$ cat src/rtl/bus_pkg.sv
// Shared definitions for the 3-master Req/Ack bus: state encoding,
// default widths and master index constants used by the arbiter wiring.
package bus_pkg;

  typedef enum logic [1:0] {
    ST_IDLE    = 2'd0,
    ST_REQ     = 2'd1,
    ST_XFER    = 2'd2,
    ST_RELEASE = 2'd3
  } state_t;

  localparam int DEF_DATA_W = 8;
  localparam int DEF_ADDR_W = 8;
  localparam int DEF_LEN_W  = 2;

  localparam int NUM_MASTERS = 3;
  localparam int MASTER_0    = 0;
  localparam int MASTER_1    = 1;
  localparam int MASTER_2    = 2;

endpackage

$ cat src/rtl/bus_req_timer.sv
// Saturating wait counter for the request phase. expired is high while
// the count sits at TIMEOUT-1; clear has priority over enable.
module bus_req_timer #(
  parameter int TIMEOUT = 15
) (
  input  logic clk,
  input  logic reset,
  input  logic clear,
  input  logic enable,
  output logic expired
);

  localparam int CNT_W = (TIMEOUT > 1) ? $clog2(TIMEOUT) : 1;
  localparam logic [CNT_W-1:0] LAST = CNT_W'(TIMEOUT - 1);

  logic [CNT_W-1:0] count;

  // Count consecutive ungranted request cycles, holding at LAST.
  always_ff @(posedge clk or posedge reset) begin
    if (reset) begin
      count <= '0;
    end else if (clear) begin
      count <= '0;
    end else if (enable && (count != LAST)) begin
      count <= count + CNT_W'(1);
    end
  end

  assign expired = (count == LAST);

endmodule

$ cat src/rtl/bus_master_port.sv
// Master-side initiator for the shared Req/Ack bus. Accepts one write
// burst command, requests the bus, streams beats while ack holds,
// survives preemption (ack dropping mid-burst) and aborts on a grant
// timeout. fsm_state exposes the controller state for debug.
//
// Handshakes: a local command transfers on a cycle where cmd_valid and
// cmd_ready are both high; a write beat transfers on a cycle where
// wr_valid and wr_ready are both high. Neither valid may depend on the
// matching ready. On the bus side a beat is written exactly when bus_we
// is high, which is the same cycle the local beat is consumed.
module bus_master_port
  import bus_pkg::*;
#(
  parameter int DATA_W  = DEF_DATA_W,
  parameter int ADDR_W  = DEF_ADDR_W,
  parameter int LEN_W   = DEF_LEN_W,
  parameter int TIMEOUT = 15
) (
  input  logic              clk,
  input  logic              reset,
  input  logic              cmd_valid,
  output logic              cmd_ready,
  input  logic [ADDR_W-1:0] cmd_addr,
  input  logic [LEN_W-1:0]  cmd_len,
  input  logic              wr_valid,
  output logic              wr_ready,
  input  logic [DATA_W-1:0] wr_data,
  output logic              req,
  input  logic              ack,
  output logic              bus_we,
  output logic [ADDR_W-1:0] bus_addr,
  output logic [DATA_W-1:0] bus_data,
  output logic              done,
  output logic              timeout_err,
  output state_t            fsm_state
);

  state_t            state;
  logic [ADDR_W-1:0] addr_q;
  logic [LEN_W-1:0]  len_q;
  logic [LEN_W-1:0]  beat;
  logic              timer_clear;
  logic              timer_enable;
  logic              timer_expired;

  // The timer restarts on every new command and on every preemption, so
  // the timeout bounds each individual wait for a grant.
  assign timer_clear  = ((state == ST_IDLE) && cmd_valid) ||
                        ((state == ST_XFER) && !ack);
  assign timer_enable = (state == ST_REQ) && !ack;

  bus_req_timer #(
    .TIMEOUT (TIMEOUT)
  ) u_timer (
    .clk     (clk),
    .reset   (reset),
    .clear   (timer_clear),
    .enable  (timer_enable),
    .expired (timer_expired)
  );

  // Combinational bus drive: only a granted XFER cycle with data writes.
  assign cmd_ready = (state == ST_IDLE);
  assign wr_ready  = (state == ST_XFER) && ack && wr_valid;
  assign bus_we    = wr_ready;
  assign bus_addr  = bus_we ? (addr_q + ADDR_W'(beat)) : '0;
  assign bus_data  = bus_we ? wr_data : '0;
  assign fsm_state = state;

  // Controller FSM with registered req/done/timeout_err.
  always_ff @(posedge clk or posedge reset) begin
    if (reset) begin
      state       <= ST_IDLE;
      req         <= 1'b0;
      done        <= 1'b0;
      timeout_err <= 1'b0;
      addr_q      <= '0;
      len_q       <= '0;
      beat        <= '0;
    end else begin
      done        <= 1'b0;
      timeout_err <= 1'b0;
      case (state)
        ST_IDLE: begin
          if (cmd_valid) begin
            addr_q <= cmd_addr;
            len_q  <= cmd_len;
            beat   <= '0;
            req    <= 1'b1;
            state  <= ST_REQ;
          end
        end
        ST_REQ: begin
          if (ack) begin
            state <= ST_XFER;
          end else if (timer_expired) begin
            // Give up: remaining beats are discarded.
            timeout_err <= 1'b1;
            req         <= 1'b0;
            state       <= ST_IDLE;
          end
        end
        ST_XFER: begin
          if (!ack) begin
            // Preempted: keep req and beat, resume at base+beat later.
            state <= ST_REQ;
          end else if (wr_valid) begin
            beat <= beat + LEN_W'(1);
            if (beat == len_q) begin
              req   <= 1'b0;
              done  <= 1'b1;
              state <= ST_RELEASE;
            end
          end
        end
        ST_RELEASE: begin
          // One guaranteed cycle with req low lets the arbiter rotate.
          state <= ST_IDLE;
        end
        default: begin
          req   <= 1'b0;
          state <= ST_IDLE;
        end
      endcase
    end
  end

endmodule

$ cat config.mk
export PLATFORM = sky130hd
export DESIGN_NAME = bus_master_port
export DESIGN_NICKNAME = d
export VERILOG_FILES = /design/src/rtl/bus_pkg.sv /design/src/rtl/bus_req_timer.sv /design/src/rtl/bus_master_port.sv
export SDC_FILE = /design/constraint.sdc
export NUM_CORES = 1
export LEC_CHECK = 0
export BUFFER_PORTS_ARGS = -buffer_cell sky130_fd_sc_hd__buf_2
export CAP_MARGIN = 30
export CELL_PAD_IN_SITES_DETAIL_PLACEMENT = 1
export CELL_PAD_IN_SITES_GLOBAL_PLACEMENT = 1
export CORE_MARGIN = 1.5
export CORE_UTILIZATION = 27
export DETAILED_ROUTE_END_ITERATION = 8
export HOLD_SLACK_MARGIN = 0.1
export PLACE_DENSITY = 0.6
export SLEW_MARGIN = 30
export SYNTH_ARGS = -nofsm -noshare
export SYNTH_HDL_FRONTEND = slang
export SYNTH_SLANG_ARGS = --single-unit
$ cat constraint.sdc
create_clock -name clk -period 2.2 [get_ports clk]
set_input_delay 0.44 -clock clk [delete_from_list [all_inputs] [get_ports clk]]
set_output_delay 0.44 -clock clk [all_outputs]
set_load 0.01 [all_outputs]
==> metrics <==
post-detail-place hpwl 2410 microns; Post-synth EDFFs 0; vias per inst 4.71; Synth Instances 128; share of post-route cells with drive strength above 1 40.8%; input/output buffers 46; DRC 0; Cell Area, Synth 0.00128 sq mm; total area of sequential cells 528 sq um; drt first pass iters 3; Die Area 0.00517 sq mm; CTS tree done; YS warnings 0; total CTS buffers 3; H-tree Lvls 1; VDD IR max 0.000421 V; row cnt 24; status finished clean; fraction of registers with async set/reset 100%; Final Core Density 36.8%; CTS clk-pin slew, worst paths 80 ps; initial core utilization 28.7%; RSZ-0062 raised after global routing yes; Worst Setup End Kind output pin; Area Growth Syn to Fin 28.5%; initial antenna violation count 0; die boundary width 71.9 microns; Slew Viols, Final 0; Power Density 1030 mW/mm^2; most frequent cell after synthesis dfrtp_1; most common library cells after synthesis 21 x dfrtp_1, 14 x nor2_1, 10 x and2_1, 10 x mux2_2; critical path arrival 1690 ps; core area 0.00447 sq mm; kind of critical path flop to output pin; sequential share of the synthesized area 41.0%; Hold Fails Final Rpt 0; WL/cell 12.8 microns; hold_buf cts 0; vias in the first global route 1110; Yosys cell types 27; Final min period 2130 ps; synthesized area per cell 10.0 sq um; cell accounting for the most synthesized area dfrtp_1; drt initial violations 13; flop-to-flop setup slack 440 ps; Yosys top cell area share 41.0%; IO Count 47; GRT Residual Overflow 0; clk sinks 21; Clock Skews 7.84 ps; Worst-Margin Slew 497 ps; Fill cells 544; largest net degree at the start of global routing 22; CTS root buf clkbuf_8; period utilization 96.9%; first-pass GRT wire length 4960 microns; FMAX 469 MHz; Die Height 71.9 microns; Slew HR 66.8%; total track usage 11.8%; Nets 212; GP Congestion 0.759; Synth Net Count 160; Detailed Route WL 2960 microns; worst hold slack 195 ps; clk buf depth 2; LEAKAGE 0.842 nW; ANT nets after route 0; worst skew pair latency 260 ps; Vias 1089; HP Class primary input to asynchronous set/reset pin; # diodes 0; multi-input combinational cell area 711 sq um; CP Data Required Time 1760 ps; Synth Register Bits 21; max-cap violations 0; crit start category flop; Setup Viol. Count Final 0; synth top area cells dfrtp_1 41%, mux2_2 8.8%, ha_1 7.8%, and2_1 4.9%, nor2_1 4.1%; Synth Flop Type dfrtp_1; Crit Path Max Fanout 3
-- repair_timing --
item	4_1_cts	5_1_grt
pin swaps	0	1
endpoints found under the hold margin	0	0
setup buffers	0	2
endpoints found under the setup margin	3	9
resized for setup	3	3
-- cells in the final DEF (no fill, tap or decap), types with 4 or more instances in the layout --
cell and count:
nor3_1 4, xor2_1 5, nor2_1 14, ha_1 7, o21ai_0 5, dfrtp_1 19, nand3_1 8, nand2_1 4
xnor2_1 6, buf_4 5, inv_1 7, mux2_2 10, and2_1 10, buf_2 46
-- worst max-delay path: stages (launching register included) --
cell     delay (ps)
dfrtp_2         420
ha_2            200
fa_2            390
nand3_1         100
xor2_1          150
nor2_1           50
buf_2           130
-- stage by stage --
| step | worst slack [ps] | instances | power [mW] | area, sq um | setup TNS [ps] |
|---|---|---|---|---|---|
| global placement | 265 | 225 | 1.42 | 1580 | 0 |
| finish | 67.2 | 231 | 1.70 | 1650 | 0 |
| floorplan | 274 | 128 | 1.22 | 1280 | 0 |
| global route | -29.7 | 231 | 1.85 | 1650 | -68.8 |
| CTS | 17.3 | 229 | 1.72 | 1630 | 0 |
| detailed placement | 225 | 225 | 1.45 | 1580 | 0 |
-- registers in the layout, indices dropped and copies added (netlist names) --
signal	cells
addr_q	8
beat	2
done	1
fsm_state	2
len_q	2
req	1
timeout_err	1
u_timer.count	4
-- power breakdown --
group / total (mW) / internal, mW / leakage [nW] / switching, mW
Sequential: 0.675 / 0.535 / 0.261 / 0.141
Clock: 0.257 / 0.126 / 0.0255 / 0.130
Combinational: 0.764 / 0.381 / 0.556 / 0.382
-- worst paths after layout --
| kind | from | end | cells after the start |
|---|---|---|---|
| worst min register to register | req | req | 2 |
| min in group clk | cmd_addr[0] | addr_q[0] | 2 |
| worst max-delay path | beat[0] | bus_addr[4] | 6 |
| max in group asynchronous | reset | beat[1] | 3 |
| worst min-delay path | reset | req | 3 |
| worst max register to register | fsm_state[0] | req | 6 |
-- cell type report --
| cell class | count | area share (%) |
|---|---|---|
| tap | 52 | 3.95 |
| inverter | 8 | 1.82 |
| clock buffer | 3 | 2.51 |
| sequential | 21 | 32.0 |
| clock inverter | 1 | 0.304 |
| timing repair buffer | 51 | 16.2 |
| multi-input combinational | 95 | 43.1 |
-- routing by layer --
metal / GRT usage, % / wire length, microns / vias up / share of wire [%]
met4: 2.31 / 14 / 0 / 0.47
met2: 20.9 / 1410 / 40 / 47
met3: 2.50 / 210 / 3 / 7.1
li1: - / - / 530 / -
met1: 15.1 / 1330 / 516 / 45
met5: 0 / 0 / - / 0
-- cell families (layout without fill, tap and decap cells) --
family / count (synthesis) / count (layout) / synth area share [%]
buffers and inverters: 12 / 63 / 4.29
and+or+nand+nor: 48 / 48 / 19.2
muxes: 13 / 13 / 11.1
AOI/OAI and AO/OA: 14 / 14 / 7.51
DFF: 21 / 21 / 41.0
adders and majority gates: 9 / 9 / 9.37
xor gates and xnor gates: 11 / 11 / 7.51
Note: power is estimated with default switching activity, not from simulation.
